==> src/rtl/uart_rx_param.sv <==
// Parametrised UART receiver: oversampled, 3-sample majority vote, word held
// until the consumer acknowledges it; parity, framing and overrun flags.
module uart_rx_param #(
  parameter int CLK_FREQ   = 50_000_000,
  parameter int BAUD       = 9600,
  parameter int OVERSAMPLE = 16,
  parameter int DATA_BITS  = 8,
  parameter int PARITY     = 0,
  parameter int STOP_BITS  = 1
) (
  input  logic                 clock,
  input  logic                 resetn,
  input  logic                 data,
  output logic [DATA_BITS-1:0] character,
  output logic                 dataReady,
  input  logic                 data_taken,
  output logic                 parity_err,
  output logic                 frame_err,
  output logic                 overrun_err,
  output logic                 busy
);

  // state    | meaning
  // S_IDLE   | line idle, waiting for a falling edge on rxs
  // S_START  | qualifying the start bit (glitch rejection)
  // S_DATA   | shifting payload bits in, LSB first
  // S_PARITY | checking the parity bit
  // S_STOP   | sampling stop bit(s); last decision ends the frame
  typedef enum logic [2:0] {S_IDLE, S_START, S_DATA, S_PARITY, S_STOP} state_t;

  localparam int DIV   = CLK_FREQ / (BAUD * OVERSAMPLE);
  localparam int DIV_W = (DIV > 1) ? $clog2(DIV) : 1;
  localparam logic [DIV_W-1:0] DIV_M1 = DIV_W'(DIV - 1);
  localparam int S_W = $clog2(OVERSAMPLE);
  localparam logic [S_W-1:0] S_LO   = S_W'(OVERSAMPLE / 2 - 1);
  localparam logic [S_W-1:0] S_MID  = S_W'(OVERSAMPLE / 2);
  localparam logic [S_W-1:0] S_HI   = S_W'(OVERSAMPLE / 2 + 1);
  localparam logic [S_W-1:0] S_LAST = S_W'(OVERSAMPLE - 1);
  localparam int BC_W = $clog2(DATA_BITS);
  localparam logic [BC_W-1:0] DATA_LAST = BC_W'(DATA_BITS - 1);
  localparam logic [BC_W-1:0] STOP_LAST = BC_W'(STOP_BITS - 1);

  state_t               state_q;
  logic                 rx_meta_q, rxs_q, rxs_prev_q;
  logic [DIV_W-1:0]     div_cnt_q;
  logic [S_W-1:0]       s_q;
  logic [BC_W-1:0]      bit_cnt_q;
  logic [1:0]           samp_q;
  logic [DATA_BITS-1:0] shift_q;
  logic                 par_acc_q, frm_acc_q, busy_q;
  logic [DATA_BITS-1:0] char_q;
  logic                 rdy_q, perr_q, ferr_q, ovr_q;

  logic start_det, tick, decide, bit_d, par_calc, par_bad, frame_done, frm_err_d;

  assign start_det  = (state_q == S_IDLE) && rxs_prev_q && !rxs_q;
  assign tick       = (state_q != S_IDLE) && (div_cnt_q == '0);
  assign decide     = tick && (s_q == S_HI);
  assign bit_d      = (samp_q[0] & samp_q[1]) | (samp_q[0] & rxs_q) | (samp_q[1] & rxs_q);
  assign par_calc   = (^shift_q) ^ bit_d;
  assign par_bad    = (PARITY == 1) ? ~par_calc : par_calc;
  assign frame_done = decide && (state_q == S_STOP) && (bit_cnt_q == STOP_LAST);
  assign frm_err_d  = frm_acc_q | ~bit_d;

  // Two-flop synchroniser plus one delayed copy for start-edge detection.
  always_ff @(posedge clock or negedge resetn) begin
    if (!resetn) begin
      rx_meta_q  <= 1'b1;
      rxs_q      <= 1'b1;
      rxs_prev_q <= 1'b1;
    end else begin
      rx_meta_q  <= data;
      rxs_q      <= rx_meta_q;
      rxs_prev_q <= rxs_q;
    end
  end

  // Tick divider: down-counter, parked at 0 while idle, reloaded on start detect.
  always_ff @(posedge clock or negedge resetn) begin
    if (!resetn) begin
      div_cnt_q <= '0;
    end else if (state_q == S_IDLE) begin
      div_cnt_q <= start_det ? DIV_M1 : '0;
    end else if (div_cnt_q == '0) begin
      div_cnt_q <= DIV_M1;
    end else begin
      div_cnt_q <= div_cnt_q - 1'b1;
    end
  end

  // Receive FSM: sample counter, majority filter, shift register and frame flags.
  always_ff @(posedge clock or negedge resetn) begin
    if (!resetn) begin
      state_q   <= S_IDLE;
      s_q       <= '0;
      bit_cnt_q <= '0;
      samp_q    <= 2'b11;
      shift_q   <= '0;
      par_acc_q <= 1'b0;
      frm_acc_q <= 1'b0;
      busy_q    <= 1'b0;
    end else if (state_q == S_IDLE) begin
      if (start_det) begin
        state_q   <= S_START;
        s_q       <= '0;
        bit_cnt_q <= '0;
        par_acc_q <= 1'b0;
        frm_acc_q <= 1'b0;
        busy_q    <= 1'b1;
      end
    end else begin
      if (tick) begin
        s_q <= (s_q == S_LAST) ? '0 : s_q + 1'b1;
        if (s_q == S_LO)  samp_q[0] <= rxs_q;
        if (s_q == S_MID) samp_q[1] <= rxs_q;
      end
      if (decide) begin
        if (state_q == S_START) begin
          if (bit_d) begin
            state_q <= S_IDLE;
            busy_q  <= 1'b0;
          end else begin
            state_q <= S_DATA;
          end
        end else if (state_q == S_DATA) begin
          shift_q <= {bit_d, shift_q[DATA_BITS-1:1]};
          if (bit_cnt_q == DATA_LAST) begin
            bit_cnt_q <= '0;
            state_q   <= (PARITY != 0) ? S_PARITY : S_STOP;
          end else begin
            bit_cnt_q <= bit_cnt_q + 1'b1;
          end
        end else if (state_q == S_PARITY) begin
          par_acc_q <= par_bad;
          state_q   <= S_STOP;
        end else begin
          if (!bit_d) frm_acc_q <= 1'b1;
          if (bit_cnt_q == STOP_LAST) begin
            state_q <= S_IDLE;
            busy_q  <= 1'b0;
          end else begin
            bit_cnt_q <= bit_cnt_q + 1'b1;
          end
        end
      end
    end
  end

  // Consumer handshake: hold the word, flag overrun when a new one has nowhere to go.
  always_ff @(posedge clock or negedge resetn) begin
    if (!resetn) begin
      char_q <= '0;
      rdy_q  <= 1'b0;
      perr_q <= 1'b0;
      ferr_q <= 1'b0;
      ovr_q  <= 1'b0;
    end else if (frame_done) begin
      if (!rdy_q || data_taken) begin
        char_q <= shift_q;
        perr_q <= par_acc_q;
        ferr_q <= frm_err_d;
        rdy_q  <= 1'b1;
        if (rdy_q) ovr_q <= 1'b0;
      end else begin
        ovr_q <= 1'b1;
      end
    end else if (data_taken && rdy_q) begin
      rdy_q  <= 1'b0;
      perr_q <= 1'b0;
      ferr_q <= 1'b0;
      ovr_q  <= 1'b0;
    end
  end

  assign character   = char_q;
  assign dataReady   = rdy_q;
  assign parity_err  = perr_q;
  assign frame_err   = ferr_q;
  assign overrun_err = ovr_q;
  assign busy        = busy_q;

endmodule

==> config.mk <==
export PLATFORM = sky130hd
export DESIGN_NAME = uart_rx_param
export DESIGN_NICKNAME = d
export VERILOG_FILES = /design/src/rtl/uart_rx_param.sv
export SDC_FILE = /design/constraint.sdc
export NUM_CORES = 1
export LEC_CHECK = 0
export CAP_MARGIN = 20
export CORE_MARGIN = 5
export CORE_UTILIZATION = 58
export CTS_CLUSTER_SIZE = 25
export DETAILED_ROUTE_END_ITERATION = 8
export GPL_ROUTABILITY_DRIVEN = 0
export GPL_TIMING_DRIVEN = 0
export PLACE_DENSITY_LB_ADDON = 0.05
export SLEW_MARGIN = 10
export SYNTH_ARGS = -nofsm -noshare
export SYNTH_HDL_FRONTEND = slang
export SYNTH_SLANG_ARGS = --single-unit
==> constraint.sdc <==
create_clock -name clock -period 2.49 [get_ports clock]
set_input_delay 0.498 -clock clock [delete_from_list [all_inputs] [get_ports clock]]
set_output_delay 0.498 -clock clock [all_outputs]
set_load 0.01 [all_outputs]
# Word level (Yosys, flattened, before mapping)
# Cells that the tools add are included.
# Widths: inputs -> output; s select.
# classes
bitwise_logic	10
reduce_logical	33
addsub	3
muxes	54
eq_ne	22
# op_table
op	count
$mux 3	16
$mux 1	30
$mux 9	3
$mux 4	4
$ne 3x3->1 const B	5
$eq 4x4->1 const B	3
$reduce_and 6->1	2
$reduce_and 5->1	2
$logic_not 9->1	1
$sub 9x1->9 const B	1
$ne 2x2->1 const B	4
$reduce_and 2->1	4
$reduce_and 4->1	2
$reduce_bool 2->1	4
$reduce_xor 8->1	1
$logic_and 1x1->1	7
$eq 3x2->1 const B	2
$eq 3x3->1 const B	2
$logic_not 3->1	2
$reduce_and 3->1	2
$reduce_bool 3->1	2
$reduce_bool 5->1	1
$add 4x1->4 const B	1
$eq 4x3->1 const B	1
12 further kinds	20
# totals
input_bits	4
register_bits	47
word_cells	140
out_inout_bits	13

# Depth between registers and ports, before layout
# logic_depth
ltp_word	9
mapped_depth	8
ltp_nobuf	7

# Worst setup path after synthesis
# No wires, ideal clock.
# synth_path
path_kind	reg-to-reg
start	register bit_cnt_q[0]
end	register char_q[0], in the netlist character[0]
t_required_ns	2.365
slack_ns	0.584
path_stages_with_launch	7
arrival_ns	1.782
path_buffers	0
cell_sequence	dfrtp_1 > inv_1 > ha_1 > nand3b_1 > or3_1 > nor3_4 > mux2_2
# synth_between
elab_chain_cells	3
# synth_lines
item	line_no	source
start, declared	47	logic [BC_W-1:0] bit_cnt_q;
start signal, assigned	131	bit_cnt_q <= bit_cnt_q + 1'b1;
start signal, assigned	142	bit_cnt_q <= bit_cnt_q + 1'b1;
$logic_not 3->1	62	assign frame_done = decide && (state_q == S_STOP) && (bit_cnt_q == STOP_LAST);
$logic_and 1x1->1	62	
$reduce_and 2->1 (no source line)	--	
end signal, assigned	159	char_q <= shift_q;
end, declared	51	logic [DATA_BITS-1:0] char_q;
# No other way between the ends.
# A chain may end at the register's enable or synchronous reset.

# Final worst setup path
# layout_path
start	register div_cnt_q[0]
end	register shift_q[2]
# layout_between
elab_chain_cells	4
# layout_lines
item	line_no	source
start, declared	45	logic [DIV_W-1:0] div_cnt_q;
start signal, assigned	83	div_cnt_q <= start_det ? DIV_M1 : '0;
start signal, assigned	87	div_cnt_q <= div_cnt_q - 1'b1;
$logic_not 9->1	57	assign tick = (state_q != S_IDLE) && (div_cnt_q == '0);
$logic_and 1x1->1	57	
$logic_and 1x1->1	58	assign decide = tick && (s_q == S_HI);
$reduce_and 4->1 (no source line)	--	
end signal, assigned	126	shift_q <= {bit_d, shift_q[DATA_BITS-1:1]};
end, declared	49	logic [DATA_BITS-1:0] shift_q;
# No other way between the ends.

==> impl_metrics.csv <==
group,metric,value,unit
synthesis,ys_types,49,
final_layout,area_growth,13.9,%
final_layout,regArea,1180,µm²
final_layout,nets,238,
critical_path,critPathKind,"flip-flop to flip-flop",
power,p_leak,1.12,nW
clock_network,clockBufferDepth,2,
global_route,grt_max_degree,31,
worst_hold_path,hp-class,"input port to asynchronous set/reset pin",
final_layout,diodes,0,
timing,fin_hold_ws,125,ps
power,ir_drop,0.581,mV
critical_path,cp.required,2670,ps
critical_path,critPathLaunch,"div_cnt_q[0]",
run,cap_violations,0,
final_layout,layoutNonFillerInstCount,278,
critical_path,cp.arrival,2330,ps
timing,setup_viol,0,
clock_network,cts_hold_buf,0,
final_layout,drive_above_1_share,20.6,%
clock_network,cts_tree,"yes",
timing,finalHoldViolCount,0,
clock_network,h-tree-depth,2,
timing,rsz0062_at_grt,"false",
critical_path,timing.rr.end,"shift_q[2]",
synthesis,yosys_warnings,0,
synthesis,syn-num-nets,214,
timing,fin_crit_sh,86.3,%
global_route,grt_usage,17.9,%
floorplan,dieWidth,73.3,µm
synthesis,yosysSeqAreaShare,50.8,%
global_route,grt_pass1_vias,1606,
floorplan,core-area,3940,µm²
timing,slew_headroom,64.3,%
power,p_per_area,704,nW/µm²
final_layout,multi_input_area,1080,µm²
timing,min_period,2150,ps
global_route,grt_overflow,0,
synthesis,yosys.area.top_type,"dfrtp_1",
critical_path,r2r_start,"div_cnt_q[0]",
detailed_routing,drt-pass1-iter-count,4,
timing,tightest_slew,532,ps
placement,hpwlAfterDp,3110,µm
detailed_routing,drt-wirelength-per-cell,14.9,µm
synthesis,syn_avg_cell_area,11.5,µm²
clock_network,clkSlewWorstSetupHoldPaths,90,ps
placement,pre_cts_ws,324,ps
critical_path,start_kind,"flip-flop",
critical_path,endpoint,"shift_q[2]",
timing,worst_slack,342,ps
clock_network,cts-root-buf,"clkbuf_8",
status,run_status,"complete, no violations",
clock_network,ctsResizeCount,0,
placement,dpl.cell_count,270,
clock_network,clk_latency,300,ps
synthesis,synth_seq_cells,47,
timing,clock.fmax,466,MHz
clock_network,cts_buffers,5,
detailed_routing,vias,1599,
floorplan,dieArea,5380,µm²
synthesis,synth_edf_count,0,
global_route,antenna_found_initial,0,
detailed_routing,wl,4150,µm
synthesis,yosysTopAreaCellShare,45.2,%
floorplan,start_util,59.0,%
critical_path,path_max_fanout,8,
synthesis,postSynthCellCount,203,
floorplan,die_h,73.3,µm
floorplan,num_rows,23,
critical_path,critPathCaptureType,"flip-flop",
timing,slew_viol_final,0,
timing,fin_skew,5.13,ps
clock_network,post_cts_buffers,0,
clock_network,cts.sinks,47,
synthesis,netlist_top_cells_area,"dfrtp_1 (45%), mux2_2 (8.2%), dfstp_2 (5.6%), ha_1 (3.8%), xnor2_1 (3.8%)",
critical_path,rrSetupSlack,340,ps
synthesis,async_flop_share,100,%
placement,io_buffers,16,
detailed_routing,drc_errors,0,
synthesis,synth_area,2330,µm²
detailed_routing,drtAntennaViolNets,0,
detailed_routing,viasPerCell,5.75,
global_route,grt_pass1_wl,7450,µm
final_layout,n_fill_cell,292,
critical_path,reg2reg_depth,6,
synthesis,synth_ff_type,"dfrtp_1",
floorplan,pin_count,17,
detailed_routing,first_iter_violations,247,
==> metrics by stage <==
| stage | setup TNS (ps) | util [%] | cell area, µm² | total power, mW |
|---|---|---|---|---|
| after CTS | 0 | 67.2 | 2650 | 1.90 |
| after global placement | -11200 | 64.6 | 2550 | 1.40 |
| final | 0 | 67.2 | 2650 | 1.87 |
| after global routing | 0 | 67.2 | 2650 | 2.01 |
| after floorplan | 0 | - | 2330 | 1.31 |
| after detailed placement | 0 | 65.0 | 2560 | 1.44 |
==> placed cells by master, fill, tap and decap left out, drive strengths merged, types with 2 or more instances in the layout <==
| master | n |
|---|---|
| a21oi | 9 |
| a31oi | 2 |
| a32oi | 2 |
| and4b | 2 |
| buf | 6 |
| clkbuf | 8 |
| clkdlybuf4s50 | 15 |
| dfrtp | 42 |
| dfstp | 5 |
| ha | 7 |
| inv | 7 |
| mux2 | 18 |
| mux2i | 4 |
| nand2 | 14 |
| nand2b | 4 |
| nand3 | 7 |
| nor2 | 14 |
| nor2b | 4 |
| nor3 | 4 |
| nor3b | 3 |
| nor4 | 3 |
| o21ai | 15 |
| or3 | 2 |
| xnor2 | 10 |
| xor2 | 4 |
==> how the worst min path moves through the flow <==
stage	to	cells past startpoint	slack (ps)	from
after floorplan	bit_cnt_q[0]	0	200	resetn
after global placement	rxs_q	0	350	rx_meta_q
after detailed placement	rxs_q	0	350	rx_meta_q
after CTS	s_q[3]	1	130	resetn
after global routing	s_q[3]	1	160	resetn
final	s_q[3]	1	120	resetn
==> cell type report <==
class	instances	share of cell area, %
Clock buffer	6	2.74
Sequential cell	47	44.6
Tap cell	50	2.36
Multi-Input combinational cell	143	40.8
Timing Repair Buffer	17	6.61
Buffer	6	1.42
Inverter	7	0.992
Clock inverter	2	0.472
==> kinds of logic (layout without fill, tap and decap cells) <==
family	count (synthesis)	count (layout)	share of synthesized area [%]
buffers and inverters	13	38	2.74
AND/OR/NAND/NOR	64	64	17.4
flip-flops	47	47	50.8
multiplexers	22	22	10.6
XOR/XNOR	14	14	5.27
AO/OA/AOI/OAI	35	35	8.93
adder cells (fa/ha/maj)	8	8	4.20
==> power by group <==
part	switching, mW	total (mW)	internal (mW)
Clock	0.245	0.442	0.196
Combinational	0.242	0.445	0.202
Sequential	0.111	0.979	0.868
Total	0.599	1.87	1.27
==> cells in the mapped netlist, types with 2 or more instances <==
library cell / count
nor4_4: 2
nor3_1: 3
nand2b_1: 4
nor2_1: 13
a32oi_1: 2
dfstp_2: 5
nor3b_2: 2
xor2_1: 4
mux2_2: 17
a21oi_1: 9
xnor2_1: 10
inv_1: 7
dfrtp_1: 42
o21ai_0: 14
and4b_1: 2
nand3_1: 6
a31oi_1: 2
nand2_1: 14
or3_1: 2
ha_1: 7
nor2b_1: 4
buf_2: 2
mux2i_1: 4
==> registers in the layout, summed over array words and instances, names as in the netlist, 2 cells and up <==
name       flops
state_q        3
div_cnt_q      9
s_q            4
character      8
samp_q         2
shift_q        8
bit_cnt_q      3
==> critical path, stage by stage (launching register included) <==
cell and delay, ps:
dfrtp_1 400, inv_1 70, ha_1 170, nor3b_2 390, nand3_4 180, nor4_4 430
mux2_2 390
==> metal layers <==
| layer | track usage (%) | share of wire (%) | vias up |
|---|---|---|---|
| li1 | - | - | 766 |
| met1 | 24.2 | 46 | 790 |
| met2 | 28.3 | 48 | 36 |
| met3 | 4.24 | 4.1 | 7 |
| met4 | 5.84 | 1.5 | 0 |
| met5 | 0 | 0 | - |
Note: power is estimated with default switching activity, not from simulation.
